File: src/rtl/diffeq_operand_feeder.sv
// diffeq_operand_feeder: buffers whole jobs and replays them as one-hot nibble load strobes, then start/done.
// Optional DIFFEQ_FEED_CNT_EN adds a 16-bit jobs_issued counter of start pulses.
module diffeq_operand_feeder #(
    parameter int NIB_W = 4,
    parameter int GAP   = 0
) (
    input  logic             clk,
    input  logic             reset_n,
    input  logic             job_valid,
    output logic             job_ready,
    input  logic [NIB_W-1:0] job_x,
    input  logic [NIB_W-1:0] job_dx,
    input  logic [NIB_W-1:0] job_u,
    input  logic [NIB_W-1:0] job_a,
    output logic [NIB_W-1:0] in_nib,
    output logic             load_x,
    output logic             load_dx,
    output logic             load_a,
    output logic             load_u,
    output logic             start,
    input  logic             done,
`ifdef DIFFEQ_FEED_CNT_EN
    output logic [15:0]      jobs_issued,
`endif
    output logic             feed_idle
);
    typedef enum logic [2:0] {IDLE, LD_X, LD_DX, LD_A, LD_U, START, WAIT} state_t;
    localparam int JW = 4 * NIB_W;
    localparam logic [3:0] GAP4 = GAP[3:0];
    state_t state;
    logic [JW-1:0] mem [2];
    logic [JW-1:0] work, job_in, head;
    logic rd, wr, push, pop, first;
    logic [1:0] count, count_nxt;
    logic [3:0] cnt;
    logic [NIB_W-1:0] nib_sel;
`ifdef DIFFEQ_FEED_CNT_EN
    logic [15:0] issued;
    assign jobs_issued = issued;
`endif
    assign job_in    = {job_x, job_dx, job_u, job_a};
    assign push      = job_valid && job_ready;
    // an empty FIFO forwards the incoming job straight into the work register
    assign pop       = state == IDLE && (count != 2'd0 || push);
    assign head      = count == 2'd0 ? job_in : mem[rd];
    assign count_nxt = count + {1'b0, push} - {1'b0, pop};
    assign first     = cnt == GAP4;
    always_comb begin
        nib_sel = state == LD_X  ? work[4*NIB_W-1:3*NIB_W] :
                  state == LD_DX ? work[3*NIB_W-1:2*NIB_W] :
                  state == LD_A  ? work[NIB_W-1:0] :
                  state == LD_U  ? work[2*NIB_W-1:NIB_W] : '0;
    end
    always_ff @(posedge clk or negedge reset_n) begin
        if (!reset_n) begin
            state     <= IDLE;
            mem[0]    <= '0;
            mem[1]    <= '0;
            work      <= '0;
            rd        <= 1'b0;
            wr        <= 1'b0;
            count     <= 2'd0;
            cnt       <= 4'd0;
            job_ready <= 1'b0;
            feed_idle <= 1'b0;
            in_nib    <= '0;
            load_x    <= 1'b0;
            load_dx   <= 1'b0;
            load_a    <= 1'b0;
            load_u    <= 1'b0;
            start     <= 1'b0;
`ifdef DIFFEQ_FEED_CNT_EN
            issued    <= 16'd0;
`endif
        end else begin
            if (push) begin
                mem[wr] <= job_in;
                wr      <= ~wr;
            end
            if (pop) begin
                work <= head;
                rd   <= ~rd;
            end
            count     <= count_nxt;
            job_ready <= count_nxt != 2'd2;
            feed_idle <= state == IDLE && count == 2'd0;
            in_nib    <= first ? nib_sel : '0;
            load_x    <= state == LD_X && first;
            load_dx   <= state == LD_DX && first;
            load_a    <= state == LD_A && first;
            load_u    <= state == LD_U && first;
            start     <= state == START;
`ifdef DIFFEQ_FEED_CNT_EN
            if (state == START) issued <= issued + 16'd1;
`endif
            case (state)
                IDLE: if (pop) begin
                    state <= LD_X;
                    cnt   <= GAP4;
                end
                LD_X, LD_DX, LD_A, LD_U: if (cnt == 4'd0) begin
                    state <= state_t'(state + 3'd1);
                    cnt   <= GAP4;
                end else begin
                    cnt <= cnt - 4'd1;
                end
                START: state <= WAIT;
                WAIT: if (done) state <= IDLE;
                default: state <= IDLE;
            endcase
        end
    end
endmodule
File: config.mk
export PLATFORM = sky130hd
export DESIGN_NAME = diffeq_operand_feeder
export DESIGN_NICKNAME = d
export VERILOG_FILES = /design/src/rtl/diffeq_operand_feeder.sv
export SDC_FILE = /design/constraint.sdc
export NUM_CORES = 1
export LEC_CHECK = 0
export CAP_MARGIN = 0
export CORE_MARGIN = 8
export CORE_UTILIZATION = 51
export CTS_CLUSTER_SIZE = 14
export DETAILED_ROUTE_END_ITERATION = 16
export MAX_ROUTING_LAYER = met4
export PLACE_DENSITY_LB_ADDON = 0.2
export SKIP_LAST_GASP = 1
export SYNTH_ARGS = -nofsm -noshare
export SYNTH_HDL_FRONTEND = slang
export SYNTH_SLANG_ARGS = --single-unit
File: constraint.sdc
create_clock -name clk -period 2.18 [get_ports clk]
set_clock_uncertainty 0.05 [all_clocks]
set_input_delay 0.654 -clock clk [delete_from_list [all_inputs] [get_ports clk]]
set_output_delay 0.654 -clock clk [all_outputs]
set_load 0.01 [all_outputs]
==> results of run 1 <==
[through the flow]
| stage | TNS (ns) | instances | setup WS (ns) |
|---|---|---|---|
| floorplan | 0 | 304 | 0.00495 |
| global placement | -0.978 | 411 | -0.139 |
| detailed placement | -1.40 | 411 | -0.193 |
| CTS | 0 | 427 | 0.0995 |
| global route | -0.0571 | 428 | -0.0203 |
| finish | 0 | 428 | 0.101 |
[path summary, 6_finish.rpt]
check	from	end	slack (ns)
worst max-delay path	state[1]	cnt[0]	0.10
worst min-delay path	reset_n	mem[20]	0.24
worst max register to register	state[1]	cnt[0]	0.10
worst min register to register	work[8]	work[8]	0.44
max in group asynchronous	reset_n	mem[11]	1.31
min in group clk	work[8]	work[8]	0.44
[what timing repair did]
item,in CTS,in global routing
gates resized for setup,0,3
endpoints found under the setup margin,0,2
buffers inserted,0,1
[per-layer routing]
| layer | up-vias | GRT usage (%) | wire, um | part of all wire [%] |
|---|---|---|---|---|
| li1 | 1140 | - | - | - |
| met1 | 1127 | 17.0 | 2950 | 46 |
| met2 | 46 | 24.1 | 3130 | 48 |
| met3 | 8 | 4.34 | 279 | 4.3 |
| met4 | 0 | 6.98 | 122 | 1.9 |
| met5 | - | - | 0 | 0 |
[sequential cells by signal, indices dropped and copies added (netlist names)]
signal and flops:
mem 32, cnt 4, load_dx 1, feed_idle 1, load_a 1, count 2
load_x 1, wr 1, load_u 1, start 1, in_nib 4, work 16
job_ready 1, rd 1, state 3
[where the power goes]
part           leakage, nW  internal, mW  switching [mW]  total, mW
clock network       0.0951         0.564           0.501       1.07
logic                0.885          1.34            1.36       2.71
registers            0.862          1.89           0.304       2.19
total                 1.84          3.80            2.17       5.97
[final cells by class]
cell class	count	area [sq um]
tap	77	96.3
clock inverter	6	70.1
multi-input combinational	206	1470
clock buffer	10	138
sequential	70	1750
fill	538	2270
inverter	12	45.0
timing repair buffer	47	473
[synthesized netlist by cell type, drive strengths merged]
master	number	area share, %
a21o	1	0.23
o21bai	1	0.23
xnor2	3	0.79
a32o	1	0.30
nand2	37	4.2
nor3b	2	0.60
a21oi	23	3.5
mux2i	18	5.4
nand3	3	0.45
clkbuf	6	0.68
or2	1	0.19
and3	2	0.38
nand3b	4	0.91
o22ai	1	0.19
nor4	1	0.64
nor2	23	2.7
nor3	3	0.45
a31oi	1	0.19
and2	2	0.38
nand4	1	0.19
nand4b	1	0.26
mux2	33	11
o21ai	22	3.3
inv	12	1.4
and2b	1	0.23
dfrtp	70	53
nand2b	3	0.57
ha	9	3.4
a221oi	1	0.26
nor2b	1	0.19
a311oi	3	0.79
a211oi	4	1.3
buf	10	1.7
[cells by family after synthesis]
| group | count (synthesis) |
|---|---|
| flops | 70 |
| fa+ha+maj | 9 |
| compound gates | 58 |
| mux | 51 |
| buf+inv | 28 |
| simple gates | 85 |
| xor+xnor | 3 |
[layout by cell type, fill, tap and decap left out, types with 3 or more instances in the layout]
cell type,n
nand3_1,3
clkdlybuf4s50_1,29
buf_12,4
nand2_1,37
nand2b_1,3
buf_4,13
nand3b_1,4
clkbuf_8,10
nor3_1,3
o21ai_0,22
ha_1,9
a211oi_1,3
mux2i_1,18
clkinvlp_4,3
dfrtp_1,70
nor2_1,21
a311oi_1,3
mux2_2,32
inv_1,12
a21oi_1,23
==> results.py, run 1 <==
metrics = {
    "yosys": {
        "synth_xor_xnor_area_share_pct": 0.792,
        "synthesis.area_sq_mm": 0.00332,
        "netlist_instances": 304,
        "syn_nets": 333,
        "synth_compound_gate_area_share_pct": 10.3,
        "synthMuxAreaShare_pct": 16.7,
        "ys_seq_area_share_pct": 52.8,
        "post_synth_and_or_nand_nor_area_fraction_pct": 12.3,
        "synth_warnings": 0,
        "avgSynthCellArea_sq_um": 10.9,
        "synth_top_family_by_area": "multiplexers",
        "yosysUniqueCellTypes": 39,
        "synthAdderAreaFrac_pct": 3.39,
        "synth_seq_cells": 70,
    },
    "clock_tree": {
        "cts_sinks": 70,
        "path_clk_slew_ns": 0.08,
        "cts_buffers": 9,
        "cts_tree": "yes",
        "cts_buffer_depth": 2,
        "cts-root-buf": "clkbuf_8",
        "hold_buffers": 0,
        "clock_latency_ns": 0.34,
        "htree_levels": 3,
    },
    "die": {
        "die_area_sq_mm": 0.00934,
        "initial_utilization_pct": 52.5,
        "die_w_um": 96.6,
        "row_count": 29,
        "core-area_sq_mm": 0.00631,
        "die_h_um": 96.6,
        "ios": 31,
    },
    "routing": {
        "drt_iter0_drc": 102,
        "via_count": 2321,
        "vias_per_cell": 5.42,
        "firstDrtPassIters": 4,
        "final_antenna_net_count": 0,
        "drt_wl_total_mm": 6.48,
        "remaining_drc_errors": 0,
        "wl_per_cell_um": 15.1,
    },
    "placement": {
        "dp_hpwl_mm": 4.47,
        "dpl_cell_area_sq_mm": 0.00380,
        "gp_congestion": 0.914,
        "port_buffers": 30,
    },
    "global_route": {
        "grt_pass1_wl_mm": 11.3,
        "grt.overflow.total": 0,
        "grt_max_degree": 35,
        "antenna_found_initial": 0,
        "grtUsageTotal_pct": 15.0,
        "first_global_vias": 2451,
    },
    "cells_and_area": {
        "postLayoutCoreUtil_pct": 64.0,
        "nets": 375,
        "syn_to_final_growth_pct": 21.8,
        "stdcell_area_sq_mm": 0.00404,
        "drive_gt1_share_pct": 21.4,
        "n_antenna_cell": 0,
    },
    "flow_run": {
        "maxCapViolations": 0,
    },
    "critical_path": {
        "cp-start-kind": "flop",
        "r2r_cells": 7,
        "crit_type": "flop to flop",
        "cpPeakStageDelay_ns": 0.43,
        "crit_cells": 7,
        "cp_cell_sequence": "ha_1 > ha_1 > buf_4 > nor2_1 > a32o_1 > nand3b_1 > o21ai_0",
        "critPathArrivalTime_ns": 2.29,
        "cp_common_cell": "ha_1",
        "crit_slowest_cell": "dfrtp_1",
        "cp-end-kind": "flop",
        "crit_required_ns": 2.39,
        "crit_fanout": 10,
        "crit_buf_inv": 1,
        "cp_top_family": "adder cells",
    },
    "power": {
        "leakage_nw": 1.84,
        "pwr_density_cell_mw_per_mm2": 1480,
        "ir_drop_mv": 0.790,
        "power.total_mw": 5.97,
    },
    "sta": {
        "setup_violations": 0,
        "finalMaxSlewViolations": 0,
        "worst_slew_pin_slew_ns": 0.543,
        "hold_viol": 0,
        "rsz0062_at_grt": "yes",
        "fin_crit_ns": 2.08,
        "timing.final.crit_share_pct": 95.3,
        "relSlewSlack_pct": 63.8,
        "hold_ws_ns": 0.237,
        "fmaxAchievable_mhz": 481,
    },
    "min_path": {
        "holdCritPathClass": "primary input to async pin",
    },
    "outcome": {
        "status": "completed",
    },
}
Power figures use the tool's default switching activity.
==> run 2, diff against run 1 <==
CTS_CLUSTER_SIZE = 28   (was 14)
HOLD_SLACK_MARGIN = 0.02   (was unset)
==> results of run 2 <==
No change in the layout: final DEF, timing and power equal those of run 1.
==> run 3, diff against run 2 <==
CORE_UTILIZATION = 55   (was 51)
REMOVE_ABC_BUFFERS = 1   (was unset)
clock period = 2.22 ns   (was 2.18 ns; I/O delays follow)
==> run 3 against run 2 <==
Compared with the run above: sequential power is essentially flat; worst setup slack improved by 0.032 ns; die area fell by 6.1%; register-to-register slack better by 0.03 ns; combinational power is 3% lower.
==> results.py, run 3 (synthesis results as in run 1) <==
metrics = {
    "critical_path": {
        "crit_required_ns": 2.40,
        "cp-end-kind": "flop",
        "rrSetupSlack_ns": 0.13,
        "reg2reg_to": "state[0]",
        "crit_type": "flop to flop",
        "crit_slowest_cell": "dfrtp_1",
        "cp_cell_sequence": "inv_1 > ha_1 > buf_4 > nor3b_2 > nor2_2 > a211oi_4 > mux2_4",
        "cp-start-kind": "flop",
        "r2r_cells": 7,
        "setup.worst_path.start": "state[0]",
        "r2r_start": "state[0]",
        "critPathArrivalTime_ns": 2.26,
        "crit_fanout": 7,
        "cpPeakStageDelay_ns": 0.42,
    },
    "routing": {
        "wl_per_cell_um": 15.4,
        "remaining_drc_errors": 0,
        "vias_per_cell": 5.41,
        "drt_iter0_drc": 147,
        "via_count": 2295,
        "final_antenna_net_count": 0,
        "drt_wl_total_mm": 6.52,
        "firstDrtPassIters": 4,
    },
    "placement": {
        "port_buffers": 30,
        "dpl_cell_area_sq_mm": 0.00378,
        "gp_congestion": 0.856,
        "dp_hpwl_mm": 4.37,
        "numPlacedInstances": 408,
    },
    "die": {
        "row_count": 28,
        "core-area_sq_mm": 0.00589,
        "die_h_um": 93.7,
        "die_w_um": 93.7,
        "initial_utilization_pct": 56.4,
        "ios": 31,
        "die_area_sq_mm": 0.00877,
    },
    "cells_and_area": {
        "drive_gt1_share_pct": 20.9,
        "mostFrequentLayoutCells": "dfrtp_1 (70), nand2_1 (37), mux2_2 (32)",
        "syn_to_final_growth_pct": 20.0,
        "final_cells": 424,
        "layout_commonest_cell": "dfrtp_1",
        "largest_reg_flops": 32,
        "top_register": "mem",
        "stdcell_area_sq_mm": 0.00398,
        "n_antenna_cell": 0,
        "nets": 376,
        "reg_top3": "mem: 32 flops, work: 16 flops",
    },
    "global_route": {
        "antenna_found_initial": 0,
        "grt.overflow.total": 0,
        "grt_max_degree": 71,
        "first_global_vias": 2334,
        "grt_pass1_wl_mm": 11.0,
        "grtUsageTotal_pct": 16.5,
    },
    "sta": {
        "fin_crit_ns": 2.09,
        "rsz0062_at_grt": "no",
        "worst_slew_pin_slew_ns": 0.383,
        "setup_violations": 0,
        "relSlewSlack_pct": 74.3,
        "fmaxAchievable_mhz": 479,
        "timing.final.crit_share_pct": 94.0,
        "hold_viol": 0,
        "finalMaxSlewViolations": 0,
        "hold_ws_ns": 0.292,
    },
    "outcome": {
        "status": "completed",
    },
    "power": {
        "ir_drop_mv": 0.876,
        "power.total_mw": 5.69,
        "leakage_nw": 1.83,
        "pwr_density_cell_mw_per_mm2": 1430,
    },
    "clock_tree": {
        "path_clk_slew_ns": 0.07,
        "cts_tree": "yes",
        "clock_latency_ns": 0.34,
        "cts-root-buf": "clkbuf_8",
        "hold_buffers": 0,
        "cts_sinks": 70,
        "cts_buffers": 9,
        "htree_levels": 3,
        "cts_buffer_depth": 2,
    },
    "min_path": {
        "holdCritPathClass": "primary input to async pin",
    },
    "flow_run": {
        "maxCapViolations": 0,
    },
}
[run 3: cell count changes in the layout (fill, tap and decap cells not counted), sizes merged]
| cell | previous run | this run |
|---|---|---|
| clkinvlp | 3 | 0 |
| bufinv | 1 | 0 |
| buf | 18 | 19 |
| inv | 13 | 12 |
| clkbuf | 10 | 11 |
| clkinv | 1 | 2 |
[run 3: power breakdown]
part	internal, mW	leakage (nW)	switching [mW]
Clock	0.444	0.0869	0.438
Sequential	1.86	0.862	0.317
Combinational	1.33	0.885	1.31
[run 3: critical path, delay by kind of cell (launching register included)]
| kind | cells | cell delay [ns] |
|---|---|---|
| compound gates | 1 | 0.28 |
| mux | 1 | 0.32 |
| flops | 1 | 0.42 |
| fa+ha+maj | 1 | 0.22 |
| simple gates | 2 | 0.41 |
| buf+inv | 2 | 0.27 |
[run 3: worst max-delay path by stage]
stage	to	depth (start not counted)
2_1_floorplan	job_ready	9
4_1_cts	job_ready	11
3_5_place_dp	job_ready	10
3_3_place_gp	job_ready	10
6_report	state[0]	7
5_1_grt	job_ready	11
[run 3: layer usage]
layer / vias to the layer above / GRT usage, % / share of wire, %
met1: 1102 / 19.9 / 46
li1: 1130 / - / -
met2: 49 / 25.6 / 47
met3: 14 / 3.28 / 4.3
met4: 0 / 8.85 / 2.7
met5: - / - / 0
[run 3: what timing repair did]
action,in CTS,in global routing
gates resized for setup,0,2
endpoints found under the setup margin,0,1
setup buffers,0,3
[run 3: area by class of cell]
| cell class | instances | area (sq um) |
|---|---|---|
| clock buffers | 11 | 151 |
| clock inverters | 2 | 10.0 |
| fillers | 469 | 1910 |
| inverters | 12 | 45.0 |
| multi-input cells | 206 | 1460 |
| flip-flops and latches | 70 | 1750 |
| well taps | 75 | 93.8 |
| repair buffers | 48 | 468 |
[run 3: through the flow]
| step | utilization, % | worst slack [ns] | setup TNS [ns] |
|---|---|---|---|
| 2_1_floorplan | - | -1.04 | -7.80 |
| 3_3_place_gp | 64.2 | -0.112 | -0.391 |
| 3_5_place_dp | 64.2 | -0.189 | -0.722 |
| 4_1_cts | 67.0 | 0.110 | 0 |
| 5_1_grt | 67.6 | 0.0265 | 0 |
| 6_report | 67.6 | 0.133 | 0 |
